### src/rtl/sprite_loader_if.sv
// Sprite loader connection bundle: load request, byte stream in, engine register write bus out.
// master is the feeding side, slave is the loader itself.
`timescale 1ns/1ps
interface sprite_loader_if;
    logic        start;
    logic        sprite_sel;
    logic        in_valid;
    logic [7:0]  in_data;
    logic        in_ready;
    logic        eng_enabled;
    logic [5:0]  wr_addr;
    logic [15:0] wr_data;
    logic [1:0]  wr_n;
    logic        busy;
    logic        done;
    logic        err;

    modport master (
        output start, sprite_sel, in_valid, in_data, eng_enabled,
        input  in_ready, wr_addr, wr_data, wr_n, busy, done, err
    );

    modport slave (
        input  start, sprite_sel, in_valid, in_data, eng_enabled,
        output in_ready, wr_addr, wr_data, wr_n, busy, done, err
    );
endinterface

### src/rtl/sprite_loader.sv
// Streams a 20-byte sprite record (X, Y, 18 bitmap bytes) into the sprite engine as ten
// little-endian 16-bit register writes, with a per-byte inactivity timeout.
//
// state   | meaning
// --------+---------------------------------------------------------------
// S_IDLE  | waiting for start
// S_LO    | waiting for low byte of word k
// S_HI    | waiting for high byte of word k
// S_WRITE | word k on the bus; strobed once the engine stream is disabled
// S_DONE  | one-cycle completion pulse
`timescale 1ns/1ps
module sprite_loader #(
    parameter int TIMEOUT_CYCLES = 255
) (
    input  logic            clk,
    input  logic            rst,
    sprite_loader_if.slave  lif
);

    typedef enum logic [2:0] {
        S_IDLE,
        S_LO,
        S_HI,
        S_WRITE,
        S_DONE
    } state_t;

    localparam int                CNT_W    = 10;
    localparam logic [CNT_W-1:0]  CNT_LAST = CNT_W'(TIMEOUT_CYCLES - 1);
    localparam logic [3:0]        K_LAST   = 4'd9;
    localparam logic [5:0]        BASE_S0  = 6'h04;
    localparam logic [5:0]        BASE_S1  = 6'h1A;

    state_t             state_q, state_d;
    logic [3:0]         k_q, k_d;
    logic               sel_q, sel_d;
    logic [7:0]         lo_q, lo_d;
    logic [CNT_W-1:0]   cnt_q, cnt_d;
    logic [5:0]         wr_addr_q, wr_addr_d;
    logic [15:0]        wr_data_q, wr_data_d;
    logic               in_ready_q, in_ready_d;
    logic               busy_q, busy_d;
    logic               done_q, done_d;
    logic               err_q, err_d;

    logic               xfer;
    logic               timed_out;
    logic [5:0]         word_addr;

    assign xfer      = lif.in_valid && in_ready_q;
    assign timed_out = (cnt_q == CNT_LAST);
    assign word_addr = (sel_q ? BASE_S1 : BASE_S0) + {1'b0, k_q, 1'b0};

    always_comb begin
        state_d   = state_q;
        k_d       = k_q;
        sel_d     = sel_q;
        lo_d      = lo_q;
        cnt_d     = cnt_q;
        wr_addr_d = wr_addr_q;
        wr_data_d = wr_data_q;
        err_d     = 1'b0;

        case (state_q)
            S_IDLE: begin
                if (lif.start) begin
                    sel_d   = lif.sprite_sel;
                    k_d     = 4'd0;
                    cnt_d   = '0;
                    state_d = S_LO;
                end
            end
            S_LO, S_HI: begin
                if (xfer) begin
                    cnt_d = '0;
                    if (state_q == S_LO) begin
                        lo_d    = lif.in_data;
                        state_d = S_HI;
                    end else begin
                        wr_addr_d = word_addr;
                        wr_data_d = {lif.in_data, lo_q};
                        state_d   = S_WRITE;
                    end
                end else if (timed_out) begin
                    // Abort without rollback; words already strobed stay in the engine.
                    cnt_d   = '0;
                    err_d   = 1'b1;
                    state_d = S_IDLE;
                end else begin
                    cnt_d = cnt_q + 1'b1;
                end
            end
            S_WRITE: begin
                // No timeout here: the engine may hold the stream enabled indefinitely.
                if (!lif.eng_enabled) begin
                    if (k_q == K_LAST) begin
                        state_d = S_DONE;
                    end else begin
                        k_d     = k_q + 1'b1;
                        cnt_d   = '0;
                        state_d = S_LO;
                    end
                end
            end
            S_DONE: begin
                state_d = S_IDLE;
            end
            default: begin
                state_d = S_IDLE;
            end
        endcase

        in_ready_d = (state_d == S_LO) || (state_d == S_HI);
        busy_d     = (state_d != S_IDLE);
        done_d     = (state_d == S_DONE);
    end

    always_ff @(posedge clk) begin
        if (rst) begin
            state_q    <= S_IDLE;
            k_q        <= 4'd0;
            sel_q      <= 1'b0;
            lo_q       <= 8'h00;
            cnt_q      <= '0;
            wr_addr_q  <= 6'h00;
            wr_data_q  <= 16'h0000;
            in_ready_q <= 1'b0;
            busy_q     <= 1'b0;
            done_q     <= 1'b0;
            err_q      <= 1'b0;
        end else begin
            state_q    <= state_d;
            k_q        <= k_d;
            sel_q      <= sel_d;
            lo_q       <= lo_d;
            cnt_q      <= cnt_d;
            wr_addr_q  <= wr_addr_d;
            wr_data_q  <= wr_data_d;
            in_ready_q <= in_ready_d;
            busy_q     <= busy_d;
            done_q     <= done_d;
            err_q      <= err_d;
        end
    end

    // The strobe must follow eng_enabled in the same cycle so the engine never drops a write.
    assign lif.wr_n     = (state_q == S_WRITE && !lif.eng_enabled && !rst) ? 2'b01 : 2'b11;
    assign lif.wr_addr  = wr_addr_q;
    assign lif.wr_data  = wr_data_q;
    assign lif.in_ready = in_ready_q;
    assign lif.busy     = busy_q;
    assign lif.done     = done_q;
    assign lif.err      = err_q;

endmodule

### src/flat_wrapper.sv
// flat-port wrapper written by rule: the top's interface ports become plain ports
module sprite_loader_flat 
#(
    parameter int TIMEOUT_CYCLES = 255
)
  (clk, rst, lif_start, lif_sprite_sel, lif_in_valid, lif_in_data, lif_eng_enabled, lif_in_ready, lif_wr_addr, lif_wr_data, lif_wr_n, lif_busy, lif_done, lif_err);
  sprite_loader_if lif_i ();
  input  logic clk;
  input  logic rst;
  input wire logic [$bits(lif_i.start)-1:0] lif_start;
  input wire logic [$bits(lif_i.sprite_sel)-1:0] lif_sprite_sel;
  input wire logic [$bits(lif_i.in_valid)-1:0] lif_in_valid;
  input wire logic [$bits(lif_i.in_data)-1:0] lif_in_data;
  input wire logic [$bits(lif_i.eng_enabled)-1:0] lif_eng_enabled;
  output wire logic [$bits(lif_i.in_ready)-1:0] lif_in_ready;
  output wire logic [$bits(lif_i.wr_addr)-1:0] lif_wr_addr;
  output wire logic [$bits(lif_i.wr_data)-1:0] lif_wr_data;
  output wire logic [$bits(lif_i.wr_n)-1:0] lif_wr_n;
  output wire logic [$bits(lif_i.busy)-1:0] lif_busy;
  output wire logic [$bits(lif_i.done)-1:0] lif_done;
  output wire logic [$bits(lif_i.err)-1:0] lif_err;
  assign lif_i.start = lif_start;
  assign lif_i.sprite_sel = lif_sprite_sel;
  assign lif_i.in_valid = lif_in_valid;
  assign lif_i.in_data = lif_in_data;
  assign lif_i.eng_enabled = lif_eng_enabled;
  assign lif_in_ready = lif_i.in_ready;
  assign lif_wr_addr = lif_i.wr_addr;
  assign lif_wr_data = lif_i.wr_data;
  assign lif_wr_n = lif_i.wr_n;
  assign lif_busy = lif_i.busy;
  assign lif_done = lif_i.done;
  assign lif_err = lif_i.err;
  sprite_loader #(.TIMEOUT_CYCLES(TIMEOUT_CYCLES)) u_core (.clk(clk), .rst(rst), .lif(lif_i));
endmodule
### config.mk
export PLATFORM = sky130hd
export DESIGN_NAME = sprite_loader_flat
export DESIGN_NICKNAME = d
export VERILOG_FILES = /design/src/rtl/sprite_loader_if.sv /design/src/rtl/sprite_loader.sv /design/src/flat_wrapper.sv
export SDC_FILE = /design/constraint.sdc
export NUM_CORES = 1
export LEC_CHECK = 0
export ABC_CLOCK_PERIOD_IN_PS = 2300
export CAP_MARGIN = 20
export CORE_MARGIN = 2
export CORE_UTILIZATION = 54
export CTS_BUF_LIST = sky130_fd_sc_hd__clkbuf_4
export DETAILED_ROUTE_END_ITERATION = 8
export PLACE_DENSITY = 0.82
export SLEW_MARGIN = 20
export SYNTH_ARGS = -nofsm -noshare
export SYNTH_HDL_FRONTEND = slang
export SYNTH_SLANG_ARGS = --single-unit
### constraint.sdc
create_clock -name clk -period 2.3 [get_ports clk]
set_input_delay 0.345 -clock clk [delete_from_list [all_inputs] [get_ports clk]]
set_output_delay 0.345 -clock clk [all_outputs]
set_load 0.02 [all_outputs]
==> impl_metrics.json, run 1 <==
{
  "synthSimpleGateAreaFrac": 0.235,
  "post_dp_cell_area_sq_um": 2780,
  "cts_root_buffer": "clkbuf_4",
  "layout_commonest_cell": "dfxtp_1",
  "start_kind": "primary input",
  "synthCells": 269,
  "fin_area_sq_um": 2850,
  "ioPinCount": 42,
  "cp.required_ps": 1960,
  "setup.worst_path.end_class": "primary output",
  "holdBufCountCts": 0,
  "cts_tree": "done",
  "finalSetupViolations": 0,
  "final_cells": 358,
  "initial_core_util": 0.550,
  "ir_drop_mv": 0.346,
  "synth_nets": 292,
  "finalCritPeriodShare": 0.912,
  "wire_per_inst_microns": 13.5,
  "power_leakage_nw": 1.04,
  "fmax_ghz": 0.477,
  "synth_compound_area_frac": 0.158,
  "grt_antenna_before_repair": 0,
  "synth_top_family_by_area": "simple AND/OR/NAND/NOR gates",
  "rsz0062_at_grt": "no",
  "synth_area_per_cell_sq_um": 8.79,
  "ys_seq_elements": 51,
  "hpwl_microns": 3460,
  "drt_iter0_drc": 172,
  "drt_wl_total_microns": 4840,
  "dr.pass1.iters": 7,
  "hold_violations": 0,
  "postRouteAntennaNets": 0,
  "nets": 328,
  "diodes": 0,
  "critical_path.max_fanout": 4,
  "dieArea_sq_um": 4920,
  "synth_area_sq_um": 2360,
  "status": "finished, final reports clean",
  "power.density_nw_per_um2": 537,
  "io_buffers": 39,
  "drc": 0,
  "clock_path_buffers": 2,
  "critPathSlowestCell": "clkdlybuf4s50_1",
  "dp_cells": 350,
  "finalSetupTns_ps": 0,
  "clock_latency_ps": 370,
  "syn2layout_area_growth_pct": 20.6,
  "grt_overflow": 0,
  "drv_slew": 0,
  "fp.dieH_microns": 70.2,
  "viasPerCell": 5.51,
  "cpPeakStageDelay_ps": 590,
  "cts.sinks": 51,
  "path_common_cell": "clkdlybuf4s50_1",
  "cts_setup_buffers": 0,
  "yosysWarnings": 0,
  "hold_ws_ps": 277,
  "min_path_type": "in -> reg",
  "synth_fa_ha_area_frac": 0.0508,
  "gp_congestion": 0.852,
  "fin_skew_ps": 12.1,
  "grt_max_degree": 51,
  "crit_arrival_ps": 1750,
  "yosysUniqueCellTypes": 49,
  "crit_type": "in -> out",
  "synthXorXnorAreaFrac": 0.0222,
  "layout-drive-gt1-share": 0.101,
  "slew_headroom": 0.585,
  "total_power_mw": 1.53,
  "coreArea_sq_um": 4290,
  "vias": 1973,
  "cap_violations": 0,
  "crit_chain": "clkdlybuf4s50_1 -> and4bb_1 -> nand2_1 -> clkdlybuf4s50_1",
  "grt_pass1_wl_microns": 8470,
  "rows": 24,
  "grt_usage": 0.211,
  "fp.dieW_microns": 70.2,
  "min_period_ps": 2100,
  "clk_transition_reported_paths_ps": 160,
  "worstMarginPinSlew_ps": 614,
  "htreeDepth": 2,
  "final_cell_mix": "48 x dfxtp_1, 43 x nand2_1, 38 x clkdlybuf4s50_1",
  "numCtsBuffers": 5,
  "grt_pass1_vias": 1816,
  "yosysSeqAreaShare": 0.432,
  "synth.area.mux_share": 0.0429
}
metrics by stage:
stage | setup slack, ps | util
floorplan | 560 | -
detailed placement | 67.0 | 0.648
finish | 203 | 0.664
CTS | 71.2 | 0.663
global placement | 138 | 0.648
global route | 129 | 0.664
final timing paths:
| check | from | end | slack (ps) | depth (start not counted) |
|---|---|---|---|---|
| worst max-delay path | lif_eng_enabled | lif_wr_n[1] | 200 | 4 |
| worst min-delay path | rst | u_core.state_q[1]$_SDFF_PP0_ | 280 | 3 |
| worst max register to register | u_core.state_q[1]$_SDFF_PP0_ | u_core.cnt_q[2]$_SDFFE_PP0P_ | 400 | 5 |
| worst min register to register | u_core.lo_q[4]$_SDFFE_PP0P_ | u_core.lif.wr_data[4]$_SDFFE_PP0P_ | 460 | 2 |
worst max-delay path, delay by kind of cell:
family / cells / cell delay [ps]
buffers and inverters: 2 / 1110
and+or+nand+nor: 2 / 300
registers in the layout (all words and copies together), names as in the netlist, 3 cells and up:
register / cells
u_core.lif.wr_data: 16
u_core.cnt_q: 10
u_core.lo_q: 8
u_core.lif.wr_addr: 5
u_core.k_q: 4
u_core.state_q: 3
power by group:
group	total [mW]	leakage, nW	internal, mW	switching, mW
combinational	0.186	0.598	0.0854	0.101
clock	0.425	0.0314	0.123	0.301
sequential	0.920	0.413	0.901	0.0194
total	1.53	1.04	1.11	0.422
repair_timing:
item                       CTS  global route
setup endpoints to repair    0             1
resized for setup            0             3
hold endpoints to repair     0             0
per-layer routing:
metal / vias to the layer above / wire length [microns] / GRT usage
met4: 0 / 72 / 0.0705
met2: 37 / 2250 / 0.319
met3: 6 / 167 / 0.0447
met5: - / 0 / 0
li1: 1012 / - / -
met1: 918 / 2340 / 0.302
cell families after synthesis:
| logic type | Yosys count |
|---|---|
| mux | 10 |
| flops | 51 |
| compound gates | 54 |
| xor+xnor | 6 |
| fa+ha+maj | 9 |
| simple gates | 108 |
| other cells | 2 |
| buf+inv | 29 |
synth_stat cells (all sizes together):
cell,n,share of area
dfxtp,51,0.43
xnor2,4,0.015
nor2,16,0.025
or2,2,0.0053
o21ai,2,0.0042
nand3,11,0.023
and3b,1,0.0037
nor2b,1,0.0026
nand2,43,0.068
and4bb,1,0.0053
nand3b,2,0.0064
o2111a,1,0.0048
a221oi,1,0.011
inv,11,0.017
and2,1,0.0026
a2111oi,1,0.0064
nand4b,1,0.0037
a21o,2,0.0064
or4,4,0.013
a31oi,3,0.0079
mux2,1,0.0048
o31ai,5,0.016
a22oi,2,0.0085
mux2i,9,0.038
a22o,1,0.0037
clkbuf,11,0.017
nor4b,2,0.0074
buf,7,0.021
or3b,1,0.0037
nand2b,1,0.0026
a211oi,8,0.025
ha,8,0.042
a41oi,1,0.0037
and3,1,0.0026
fa,1,0.0085
nor3b,4,0.015
a21oi,27,0.060
nor3,5,0.013
or3,6,0.016
xor2,2,0.0074
nand4,5,0.016
conb,2,0.0032
final cells by class:
type / count / area (sq um)
inverter: 11 / 41.3
multi-input combinational: 189 / 1210
fill: 396 / 1440
timing repair buffer: 47 / 445
sequential: 51 / 1020
clock buffer: 5 / 37.5
clock inverter: 3 / 25.0
tap: 52 / 65.1
Power figures use the tool's default switching activity.
==> inputs of run 2 (changes only) <==
--- a/config.mk
+++ b/config.mk
@@ -5,13 +5,11 @@
 export SDC_FILE = /design/constraint.sdc
 export NUM_CORES = 1
 export LEC_CHECK = 0
-export ABC_CLOCK_PERIOD_IN_PS = 2300
-export CAP_MARGIN = 20
 export CORE_MARGIN = 2
 export CORE_UTILIZATION = 54
 export CTS_BUF_LIST = sky130_fd_sc_hd__clkbuf_4
 export DETAILED_ROUTE_END_ITERATION = 8
-export PLACE_DENSITY = 0.82
+export PLACE_DENSITY = 0.9
 export SLEW_MARGIN = 20
 export SYNTH_ARGS = -nofsm -noshare
 export SYNTH_HDL_FRONTEND = slang
==> run 2 against run 1 <==
Effect of this change:
- sequential share of layout area hardly changed
- global-route usage is 0.64 points lower
- via count increased by 1.5%
- register-to-register slack got worse by 90 ps
- maximum frequency decreased by 5.1%
- wire length up 1.2%
- final cell count is the same
- largest cell class unchanged
- largest power group unchanged
==> impl_metrics.json, run 2 (same netlist as run 1, synthesis figures left out) <==
{
  "critical_path.max_fanout": 11,
  "fp.dieH_microns": 70.2,
  "rsz0062_at_grt": "no",
  "cts_tree": "done",
  "viasPerCell": 5.59,
  "finalSetupViolations": 0,
  "r2r_cells": 4,
  "numCtsBuffers": 5,
  "cts_setup_buffers": 0,
  "dieArea_sq_um": 4920,
  "setup.worst_path.end": "lif_wr_n[1]",
  "wire_per_inst_microns": 13.7,
  "nFillCells": 329,
  "r2r_end": "u_core.cnt_q[1]$_SDFFE_PP0P_",
  "clk_transition_reported_paths_ps": 140,
  "nets": 329,
  "grt_usage": 0.205,
  "cp.required_ps": 1960,
  "crit_arrival_ps": 1860,
  "met3_length_microns": 183,
  "layout-drive-gt1-share": 0.0948,
  "drv_slew": 0,
  "vias": 2003,
  "finalCoreUtilization": 0.662,
  "rows": 24,
  "hold_violations": 0,
  "cts.sinks": 51,
  "fmax_ghz": 0.453,
  "cap_violations": 0,
  "min_path_type": "in -> reg",
  "drt_iter0_drc": 167,
  "multiInputGateArea_sq_um": 1210,
  "fp.dieW_microns": 70.2,
  "postRouteAntennaNets": 0,
  "regToRegSetupSlack_ps": 310,
  "clock_path_buffers": 2,
  "start_kind": "register",
  "dr_wl_met2_microns": 2410,
  "drt_wl_total_microns": 4900,
  "clock_latency_ps": 370,
  "place_ws_ps": 80.5,
  "final_cell_mix": "50 x dfxtp_1, 43 x nand2_1, 38 x clkdlybuf4s50_1",
  "drc": 0,
  "final-seq-area_sq_um": 1020,
  "hpwl_microns": 3480,
  "layout_commonest_cell": "dfxtp_1",
  "syn2layout_area_growth_pct": 20.3,
  "io_buffers": 39,
  "reg2reg_from": "u_core.state_q[1]$_SDFF_PP0_",
  "dr.pass1.iters": 7,
  "grt_pass1_wl_microns": 8170,
  "status": "finished, final reports clean",
  "gp_congestion": 0.816,
  "worstMarginPinSlew_ps": 739,
  "slew_headroom": 0.500,
  "crit_start": "u_core.state_q[2]$_SDFF_PP0_",
  "min_period_ps": 2210,
  "power.density_nw_per_um2": 528,
  "power_leakage_nw": 1.05,
  "coreArea_sq_um": 4290,
  "grt_max_degree": 47,
  "ioPinCount": 42,
  "grt_antenna_before_repair": 0,
  "largest_register_ffs": 16,
  "diodes": 0,
  "setup_ws_ps": 90.2,
  "grt_pass1_vias": 1841,
  "htreeDepth": 2,
  "ir_drop_mv": 0.279,
  "finalSetupTns_ps": 0,
  "cts_root_buffer": "clkbuf_4",
  "grt_overflow": 0,
  "top_layer_used": "met4",
  "fin_skew_ps": 15.2,
  "initial_core_util": 0.550,
  "crit_type": "reg -> out",
  "setup.worst_path.end_class": "primary output",
  "finalCritPeriodShare": 0.961,
  "met1_length_microns": 2190
}
run 2: repair_timing:
item | in CTS | in global routing
setup endpoints to repair | 0 | 1
resized for setup | 0 | 1
hold buffers | 0 | 0
run 2: final cells by class:
class | instances | area share
multi-input combinational | 189 | 0.426
sequential | 51 | 0.359
timing repair buffer | 48 | 0.159
tap | 52 | 0.0229
inverter | 11 | 0.0145
clock buffer | 5 | 0.0132
clock inverter | 2 | 0.00484
run 2: where the power goes:
group	switching (mW)	total [mW]	leakage [nW]	internal, mW
sequential	0.0201	0.920	0.412	0.900
combinational	0.102	0.187	0.602	0.0857
clock	0.279	0.393	0.0310	0.114
total	0.400	1.50	1.05	1.10
run 2: critical path: stages, from the launching register on:
cell,delay [ps]
dfxtp_1,590
and4bb_1,250
nand2_1,70
clkdlybuf4s50_1,590
run 2: worst min-delay path by stage:
stage                           startpoint                                  to  cells past startpoint
6_report                               rst        u_core.state_q[0]$_SDFF_PP0_                      2
5_1_grt                                rst          u_core.lif.done$_SDFF_PP0_                      2
4_1_cts                                rst        u_core.state_q[0]$_SDFF_PP0_                      2
3_5_place_dp   u_core.lo_q[5]$_SDFFE_PP0P_  u_core.lif.wr_data[5]$_SDFFE_PP0P_                      2
3_3_place_gp   u_core.lo_q[0]$_SDFFE_PP0P_  u_core.lif.wr_data[0]$_SDFFE_PP0P_                      2
2_1_floorplan  u_core.lo_q[0]$_SDFFE_PP0P_  u_core.lif.wr_data[0]$_SDFFE_PP0P_                      2
run 2: per-stage QoR:
stage / hold WS, ps / area, sq um / power [mW] / cells
after floorplan: 432 / 2360 / 1.06 / 269
after global placement: 437 / 2790 / 1.12 / 351
after detailed placement: 449 / 2790 / 1.12 / 351
after CTS: 191 / 2840 / 1.51 / 358
after global routing: 199 / 2840 / 1.56 / 358
final: 192 / 2840 / 1.50 / 358
run 2: metal layers:
metal / vias to the layer above / global-route usage
li1: 1014 / -
met1: 937 / 0.257
met2: 40 / 0.342
met3: 12 / 0.0433
met4: 0 / 0.0855
met5: - / 0
